===== src/rtl/win_detector_pkg.sv =====
`default_nettype none
// ============================================================================
//  Module   : win_detector_pkg
//  Purpose  : Shared constants, FSM state encoding and direction helpers for
//             the five-in-a-row win detector.
//  Contents : cell colour codes, direction codes, state_t, per-direction
//             row/column step deltas.
//  Revision : 1.0  initial release
// ============================================================================
package win_detector_pkg;

  localparam int MAP_N_DEFAULT = 10;

  localparam logic [1:0] CELL_EMPTY = 2'b00;
  localparam logic [1:0] CELL_WHITE = 2'b11;
  localparam logic [1:0] CELL_BLACK = 2'b10;

  localparam logic [1:0] DIR_H = 2'd0;  // (0,+1)
  localparam logic [1:0] DIR_V = 2'd1;  // (+1,0)
  localparam logic [1:0] DIR_D = 2'd2;  // (+1,+1)
  localparam logic [1:0] DIR_A = 2'd3;  // (+1,-1)

  typedef enum logic [2:0] {
    S_IDLE     = 3'd0,
    S_LOAD     = 3'd1,
    S_SCAN_POS = 3'd2,
    S_SCAN_NEG = 3'd3,
    S_EVAL     = 3'd4,
    S_DONE     = 3'd5
  } state_t;

  // Row delta of the positive walk along a direction.
  function automatic logic signed [1:0] dir_row_delta(input logic [1:0] dir);
    return (dir == DIR_H) ? 2'sb00 : 2'sb01;
  endfunction

  // Column delta of the positive walk along a direction.
  function automatic logic signed [1:0] dir_col_delta(input logic [1:0] dir);
    logic signed [1:0] d;
    case (dir)
      DIR_H:   d = 2'sb01;
      DIR_V:   d = 2'sb00;
      DIR_D:   d = 2'sb01;
      default: d = 2'sb11;
    endcase
    return d;
  endfunction

endpackage
`default_nettype wire


===== src/rtl/win_detector_if.sv =====
`default_nettype none
// ============================================================================
//  Module   : win_detector_if
//  Purpose  : Placement/result bundle between the board logic and the win
//             detector.
//  Signals  : board_state (MAP_N*MAP_N*2, cell k at [2k+:2]), place_valid,
//             place_pos[7:0]  -> detector
//             busy, done, win, winner[1:0], win_dir[1:0], game_over
//                             <- detector
//  Modports : master (board side), slave (detector side)
//  Revision : 1.0  initial release
// ============================================================================
interface win_detector_if #(
  parameter int MAP_N = 10
);
  logic [MAP_N*MAP_N*2-1:0] board_state;
  logic                     place_valid;
  logic [7:0]               place_pos;
  logic                     busy;
  logic                     done;
  logic                     win;
  logic [1:0]               winner;
  logic [1:0]               win_dir;
  logic                     game_over;

  modport master (
    output board_state, place_valid, place_pos,
    input  busy, done, win, winner, win_dir, game_over
  );

  modport slave (
    input  board_state, place_valid, place_pos,
    output busy, done, win, winner, win_dir, game_over
  );
endinterface
`default_nettype wire


===== src/rtl/win_detector_cell_step.sv =====
`default_nettype none
// ============================================================================
//  Module   : win_detector_cell_step
//  Purpose  : Combinational single-cell step along one of four directions,
//             with board-edge detection (no wrap between rows).
//  Ports    : row, col   in   current cell
//             dir        in   direction code (H/V/D/A)
//             neg        in   1 = walk opposite to the direction
//             nxt_row, nxt_col out next cell (meaningless when !in_bounds)
//             in_bounds  out  next cell lies on the board
//  Revision : 1.0  initial release
// ============================================================================
module win_detector_cell_step
  import win_detector_pkg::*;
#(
  parameter int MAP_N = 10,
  parameter int RC_W  = 4     // must be >= 3 (MAP_N >= 5)
) (
  input  logic [RC_W-1:0] row,
  input  logic [RC_W-1:0] col,
  input  logic [1:0]      dir,
  input  logic            neg,
  output logic [RC_W-1:0] nxt_row,
  output logic [RC_W-1:0] nxt_col,
  output logic            in_bounds
);
  logic signed [1:0] w_dr;
  logic signed [1:0] w_dc;

  always_comb begin
    w_dr = dir_row_delta(dir);
    w_dc = dir_col_delta(dir);
    if (neg) begin
      w_dr = -w_dr;
      w_dc = -w_dc;
    end
    nxt_row = row + {{(RC_W-2){w_dr[1]}}, w_dr};
    nxt_col = col + {{(RC_W-2){w_dc[1]}}, w_dc};
    // Edge is judged on the current coordinate so the wrapped arithmetic
    // result above is never trusted when the step leaves the board.
    in_bounds = 1'b1;
    if ((w_dr == 2'sb01 && row == RC_W'(MAP_N-1)) || (w_dr == 2'sb11 && row == '0))
      in_bounds = 1'b0;
    if ((w_dc == 2'sb01 && col == RC_W'(MAP_N-1)) || (w_dc == 2'sb11 && col == '0))
      in_bounds = 1'b0;
  end
endmodule
`default_nettype wire


===== src/rtl/win_detector.sv =====
`default_nettype none
// ============================================================================
//  Module   : win_detector
//  Purpose  : Sequential five-in-a-row checker. Each accepted placement is
//             scanned in four directions over a private board snapshot, one
//             cell per cycle; reports win/winner/win_dir and a sticky
//             game_over.
//  Ports    : clk   in  system clock
//             rst   in  synchronous active-high reset
//             bus   win_detector_if.slave (board_state, place_valid,
//                   place_pos in; busy, done, win, winner, win_dir,
//                   game_over out)
//  Config   : WIN_EXACT_FIVE_EN defined -> only runs of exactly RUN_LEN win
//             (overlines rejected); undefined -> runs >= RUN_LEN win.
//  Note     : MAP_N must match the MAP_N of the connected interface.
//  Revision : 1.0  initial release
// ============================================================================
module win_detector
  import win_detector_pkg::*;
#(
  parameter int MAP_N    = 10,
  parameter int RUN_LEN  = 5,
  parameter int STEP_MAX = 5
) (
  input  logic             clk,
  input  logic             rst,
  win_detector_if.slave    bus
);
  localparam int CELLS  = MAP_N * MAP_N;
  localparam int RC_W   = $clog2(MAP_N);
  localparam int IDX_W  = $clog2(CELLS);
  localparam int STEP_W = $clog2(STEP_MAX + 1);

  state_t               r_state;
  logic [2*CELLS-1:0]   r_snap;
  logic [IDX_W-1:0]     r_org_idx;
  logic [RC_W-1:0]      r_org_row;
  logic [RC_W-1:0]      r_org_col;
  logic [RC_W-1:0]      r_cur_row;
  logic [RC_W-1:0]      r_cur_col;
  logic [1:0]           r_colour;
  logic [1:0]           r_dir;
  logic [3:0]           r_run;
  logic [STEP_W-1:0]    r_step;
  logic                 r_hit;
  logic                 r_busy;
  logic                 r_done;
  logic                 r_win;
  logic [1:0]           r_winner;
  logic [1:0]           r_win_dir;
  logic                 r_game_over;

  logic                 w_accept;
  logic [RC_W-1:0]      w_pos_row;
  logic [RC_W-1:0]      w_pos_col;
  logic [1:0]           w_org_cell;
  logic [RC_W-1:0]      w_nxt_row;
  logic [RC_W-1:0]      w_nxt_col;
  logic                 w_in_bounds;
  logic [IDX_W-1:0]     w_rd_idx;
  logic [1:0]           w_nxt_cell;
  logic                 w_match;
  logic                 w_side_end;
  logic                 w_eval_hit;

  assign w_accept  = (r_state == S_IDLE) && bus.place_valid && !r_game_over &&
                     (int'(bus.place_pos) < CELLS);
  assign w_pos_row = RC_W'(int'(bus.place_pos) / MAP_N);
  assign w_pos_col = RC_W'(int'(bus.place_pos) % MAP_N);

  assign w_org_cell = r_snap[{r_org_idx, 1'b0} +: 2];

  win_detector_cell_step #(
    .MAP_N (MAP_N),
    .RC_W  (RC_W)
  ) u_step (
    .row       (r_cur_row),
    .col       (r_cur_col),
    .dir       (r_dir),
    .neg       (r_state == S_SCAN_NEG),
    .nxt_row   (w_nxt_row),
    .nxt_col   (w_nxt_col),
    .in_bounds (w_in_bounds)
  );

  // Off-board steps read cell 0 instead; the result is masked by in_bounds.
  assign w_rd_idx   = w_in_bounds ?
                      IDX_W'(int'(w_nxt_row) * MAP_N + int'(w_nxt_col)) : '0;
  assign w_nxt_cell = r_snap[{w_rd_idx, 1'b0} +: 2];
  assign w_match    = w_in_bounds && (w_nxt_cell == r_colour);
  // A matching step that uses up the step budget also closes the side, so a
  // side never costs more than STEP_MAX cycles.
  assign w_side_end = !w_match || (r_step == STEP_W'(STEP_MAX - 1));

`ifdef WIN_EXACT_FIVE_EN
  assign w_eval_hit = (r_run == 4'(RUN_LEN));
`else
  assign w_eval_hit = (r_run >= 4'(RUN_LEN));
`endif

  always_ff @(posedge clk) begin
    if (rst) begin
      r_state     <= S_IDLE;
      r_snap      <= '0;
      r_org_idx   <= '0;
      r_org_row   <= '0;
      r_org_col   <= '0;
      r_cur_row   <= '0;
      r_cur_col   <= '0;
      r_colour    <= CELL_EMPTY;
      r_dir       <= DIR_H;
      r_run       <= '0;
      r_step      <= '0;
      r_hit       <= 1'b0;
      r_busy      <= 1'b0;
      r_done      <= 1'b0;
      r_win       <= 1'b0;
      r_winner    <= 2'b00;
      r_win_dir   <= 2'b00;
      r_game_over <= 1'b0;
    end else begin
      r_done <= 1'b0;
      case (r_state)
        S_IDLE: begin
          if (w_accept) begin
            r_snap    <= bus.board_state;
            r_org_idx <= IDX_W'(bus.place_pos);
            r_org_row <= w_pos_row;
            r_org_col <= w_pos_col;
            r_hit     <= 1'b0;
            r_busy    <= 1'b1;
            r_state   <= S_LOAD;
          end
        end

        S_LOAD: begin
          r_colour  <= w_org_cell;
          r_dir     <= DIR_H;
          r_run     <= 4'd1;
          r_step    <= '0;
          r_cur_row <= r_org_row;
          r_cur_col <= r_org_col;
          r_state   <= (w_org_cell == CELL_EMPTY) ? S_DONE : S_SCAN_POS;
        end

        S_SCAN_POS, S_SCAN_NEG: begin
          if (w_match) begin
            r_run     <= (r_run == 4'hF) ? r_run : r_run + 4'd1;
            r_cur_row <= w_nxt_row;
            r_cur_col <= w_nxt_col;
            r_step    <= r_step + STEP_W'(1);
          end
          if (w_side_end) begin
            r_cur_row <= r_org_row;
            r_cur_col <= r_org_col;
            r_step    <= '0;
            r_state   <= (r_state == S_SCAN_POS) ? S_SCAN_NEG : S_EVAL;
          end
        end

        S_EVAL: begin
          if (w_eval_hit) begin
            r_hit     <= 1'b1;
            r_win_dir <= r_dir;
            r_state   <= S_DONE;
          end else if (r_dir == DIR_A) begin
            r_state   <= S_DONE;
          end else begin
            r_dir     <= r_dir + 2'd1;
            r_run     <= 4'd1;
            r_state   <= S_SCAN_POS;
          end
        end

        S_DONE: begin
          r_done <= 1'b1;
          r_win  <= r_hit;
          if (r_hit) begin
            r_winner    <= r_colour;
            r_game_over <= 1'b1;
          end
          r_busy  <= 1'b0;
          r_state <= S_IDLE;
        end

        default: r_state <= S_IDLE;
      endcase
    end
  end

  assign bus.busy      = r_busy;
  assign bus.done      = r_done;
  assign bus.win       = r_win;
  assign bus.winner    = r_winner;
  assign bus.win_dir   = r_win_dir;
  assign bus.game_over = r_game_over;

endmodule
`default_nettype wire


===== src/flat_wrapper.sv =====
// flat-port wrapper written by rule: the top's interface ports become plain ports
module win_detector_flat import win_detector_pkg::*;
#(
  parameter int MAP_N    = 10,
  parameter int RUN_LEN  = 5,
  parameter int STEP_MAX = 5
)
  (clk, rst, bus_board_state, bus_place_valid, bus_place_pos, bus_busy, bus_done, bus_win, bus_winner, bus_win_dir, bus_game_over);
  win_detector_if #(.MAP_N(MAP_N)) bus_i ();
  input  logic clk;
  input  logic rst;
  input wire logic [$bits(bus_i.board_state)-1:0] bus_board_state;
  input wire logic [$bits(bus_i.place_valid)-1:0] bus_place_valid;
  input wire logic [$bits(bus_i.place_pos)-1:0] bus_place_pos;
  output wire logic [$bits(bus_i.busy)-1:0] bus_busy;
  output wire logic [$bits(bus_i.done)-1:0] bus_done;
  output wire logic [$bits(bus_i.win)-1:0] bus_win;
  output wire logic [$bits(bus_i.winner)-1:0] bus_winner;
  output wire logic [$bits(bus_i.win_dir)-1:0] bus_win_dir;
  output wire logic [$bits(bus_i.game_over)-1:0] bus_game_over;
  assign bus_i.board_state = bus_board_state;
  assign bus_i.place_valid = bus_place_valid;
  assign bus_i.place_pos = bus_place_pos;
  assign bus_busy = bus_i.busy;
  assign bus_done = bus_i.done;
  assign bus_win = bus_i.win;
  assign bus_winner = bus_i.winner;
  assign bus_win_dir = bus_i.win_dir;
  assign bus_game_over = bus_i.game_over;
  win_detector #(.MAP_N(MAP_N), .RUN_LEN(RUN_LEN), .STEP_MAX(STEP_MAX)) u_core (.clk(clk), .rst(rst), .bus(bus_i));
endmodule

===== config.mk =====
export PLATFORM = sky130hd
export DESIGN_NAME = win_detector_flat
export DESIGN_NICKNAME = d
export VERILOG_FILES = /design/src/rtl/win_detector_pkg.sv /design/src/rtl/win_detector_if.sv /design/src/rtl/win_detector_cell_step.sv /design/src/rtl/win_detector.sv /design/src/flat_wrapper.sv
export SDC_FILE = /design/constraint.sdc
export NUM_CORES = 1
export LEC_CHECK = 0
export ABC_CLOCK_PERIOD_IN_PS = 6880
export CORE_MARGIN = 4
export CORE_UTILIZATION = 56
export CTS_BUF_LIST = sky130_fd_sc_hd__clkbuf_4
export CTS_CLUSTER_DIAMETER = 100
export DETAILED_ROUTE_END_ITERATION = 7
export PLACE_DENSITY = 0.83
export RECOVER_POWER = 50
export SLEW_MARGIN = 20
export SYNTH_ARGS = -nofsm -noshare
export SYNTH_HDL_FRONTEND = slang
export SYNTH_HIERARCHICAL = 1
export SYNTH_SLANG_ARGS = --single-unit

===== constraint.sdc =====
create_clock -name clk -period 6.88 [get_ports clk]
set_input_delay 1.376 -clock clk [delete_from_list [all_inputs] [get_ports clk]]
set_output_delay 1.376 -clock clk [all_outputs]
set_load 0.01 [all_outputs]

==> flow_summary.toml <==
[finish]
final_util_pct = 70.2
drive_gt1_share_pct = 11.8
num-nets-final = 2059
multiInputGateArea_mm2 = 0.00814
areaGrowthSynthToFinish_pct = 22.0
seqCellArea_mm2 = 0.00491
fillers = 1965

[sta]
relSlewSlack_pct = -157
final_max_slew_viol_count = 253
finClkSkew_ns = 0.0666
fmax_mhz = 161
hold_violations = 0
worstMarginPinSlew_ns = 3.85
period_needed_ns = 6.19
setup_viol = 0
tns_ns = 0
period_share_pct = 90.0
rsz0062_at_grt = "no"
timing.hold.ws_ns = 0.465

[floorplanning]
dieArea_mm2 = 0.0269
num_rows = 56
start_util_pct = 57.5
die_h_um = 164
top_level_ports = 219
coreArea_mm2 = 0.0237
chipWidth_um = 164

[cts]
cts_hold_buf = 0
clk_latency_ns = 0.73
post_cts_buffers = 0
cts_root_buf = "clkbuf_4"
h-tree-depth = 2
clk_pin_slew_ns = 0.07
max-clock-path-buffers = 3
cts_resized = 0
cts_tree = "done"
cts_buffers = 61
clkSinkCount = 245

[drt]
vias_per_cell = 6.19
drc = 0
drtPass1Iterations = 6
wirelength_um = 41900
wl_per_cell_um = 19.1
vias = 13600
drt-initial-drc-count = 1571
postRouteAntennaNets = 0

[synth]
async_flop_share_pct = 0
synth-main-ff-cell = "dfxtp_1"
syn-instance-count = 1661
synth_top_area_share_pct = 36.0
yosys-top-cells-count = "482 x nand2_1, 245 x dfxtp_1, 235 x a21oi_1"
synth_edf_count = 0
postSynthAreaPerCell_um2 = 8.20
yosysTopAreaCell = "dfxtp_1"
yosysMostFrequentCell = "nand2_1"
synth_cell_types = 82
ys_warn_count = 6
synth_seq_cells = 245
syn_nets = 1894
synthesis.area_mm2 = 0.0136
synthTopCellsByArea = "dfxtp_1 36%, nand2_1 13%, mux4_2 11%"
seq_area_frac_synth_pct = 36.0

[grt]
grt_max_degree = 154
overflow = 0
grt_pass1_wl_um = 66400
antenna_found_initial = 1
grt_usage_pct = 30.4
grt_pass1_vias = 12900

[placed_design]
dp_hpwl_um = 29600
gp_congestion = 0.917
port_buffers = 218

[outcome]
status = "complete, but fails checks"
violations = "max-capacitance violations, max-slew violations"

[critical_path]
required_ns = 7.39
critPathMaxFanout = 17
endpoint_kind = "register"
critPathKind = "register to register"
ff2ff_setup_slack_ns = 0.69
start_kind = "register"
cp.arrival_ns = 6.70

[power_and_ir_drop]
peakVddDrop_mv = 0.149
p_per_area_mw_per_mm2 = 249
p_leak_nw = 5.84
finalPower_mw = 4.14

[min_path]
hold_path.class = "register to register"

[run]
drv_cap = 3
-- where the power goes --
part	leakage, nW	switching (mW)	total [mW]	internal (mW)
combinational	3.38	0.767	1.32	0.554
clock	0.463	0.589	1.21	0.625
sequential	2.00	0.101	1.60	1.50
total	5.84	1.46	4.14	2.68
-- metal layers --
metal | part of all wire (%) | GRT usage, % | vias to the layer above
li1 | - | - | 6272
met1 | 39 | 40.4 | 6328
met2 | 47 | 49.8 | 836
met3 | 9.8 | 6.12 | 137
met4 | 3.4 | 10.5 | 0
met5 | 0 | 0 | -
-- cell usage in the layout (no fill, tap or decap), types with 8 or more instances in the layout --
| cell type | count |
|---|---|
| mux4_2 | 67 |
| xnor2_1 | 9 |
| inv_1 | 14 |
| a211oi_1 | 50 |
| o21ai_0 | 21 |
| ha_1 | 18 |
| clkinv_1 | 16 |
| nor2b_1 | 25 |
| buf_4 | 17 |
| nor3_1 | 13 |
| nand3b_1 | 8 |
| nand2_1 | 481 |
| or3_1 | 8 |
| dfxtp_1 | 243 |
| a221oi_1 | 13 |
| mux2i_1 | 41 |
| nor2_1 | 51 |
| o211ai_1 | 11 |
| a32oi_1 | 9 |
| and3_1 | 23 |
| and2_1 | 14 |
| a21oi_1 | 235 |
| clkbuf_4 | 88 |
| nand3_1 | 21 |
| clkdlybuf4s50_1 | 209 |
| dlygate4sd3_1 | 8 |
| a31oi_1 | 13 |
-- worst paths after layout --
kind                          to  cells after the start              start
max          u_core/r_cur_row[2]                     18  u_core/r_state[1]
min reg2reg     u_core/r_snap[5]                      2   u_core/r_snap[5]
max reg2reg  u_core/r_cur_row[2]                     18  u_core/r_state[1]
min             u_core/r_snap[5]                      2   u_core/r_snap[5]
-- through the flow --
step / setup WS, ns / cells / cell area, um^2
floorplan: 1.67 / 1661 / 13600
detailed placement: 0.644 / 2082 / 15900
global placement: 0.853 / 2082 / 15900
CTS: 0.875 / 2191 / 16600
global route: 0.305 / 2192 / 16600
finish: 0.687 / 2192 / 16600
-- cell families after synthesis --
family / count (synthesis) / synth area share [%]
AND/OR/NAND/NOR: 685 / 21.7
AO/OA/AOI/OAI: 428 / 20.0
flip-flops: 245 / 36.0
buffers and inverters: 152 / 4.46
multiplexers: 115 / 14.7
adder cells (fa/ha/maj): 22 / 2.19
XOR/XNOR: 14 / 0.955
-- layout make-up --
| type | instances | share of cell area [%] |
|---|---|---|
| multi-input cells | 1264 | 49.0 |
| flip-flops and latches | 245 | 29.5 |
| repair buffers | 238 | 14.0 |
| clock buffers | 88 | 3.97 |
| well taps | 319 | 2.40 |
| clock inverters | 21 | 0.685 |
| inverters | 16 | 0.361 |
| diodes | 1 | 0.0151 |
-- registers in the layout, summed over array words and instances, names as in the netlist, 3 cells and up --
register          cells
u_core/r_org_idx      7
u_core/r_cur_col      4
u_core/r_state        3
u_core/r_org_col      3
u_core/r_run          4
u_core/r_snap       200
u_core/r_cur_row      4
u_core/r_org_row      4
u_core/r_step         3
-- worst max-delay path, stage by stage (launching register included) --
cell       delay [ns]
dfxtp_1          0.41
nor2b_1          0.28
and2_1           0.30
inv_2            0.08
o21ai_2          0.30
fa_1             0.52
ha_1             0.73
clkinv_1         0.42
buf_4            0.30
nor3_2           0.32
buf_4            0.25
a32o_1           0.16
a211oi_1         0.05
mux2i_1          0.20
xor2_1           0.21
a221oi_1         0.17
a211oi_4         0.79
nor3_1           0.11
a2111oi_0        0.40
(Power assumes the default switching activity.)
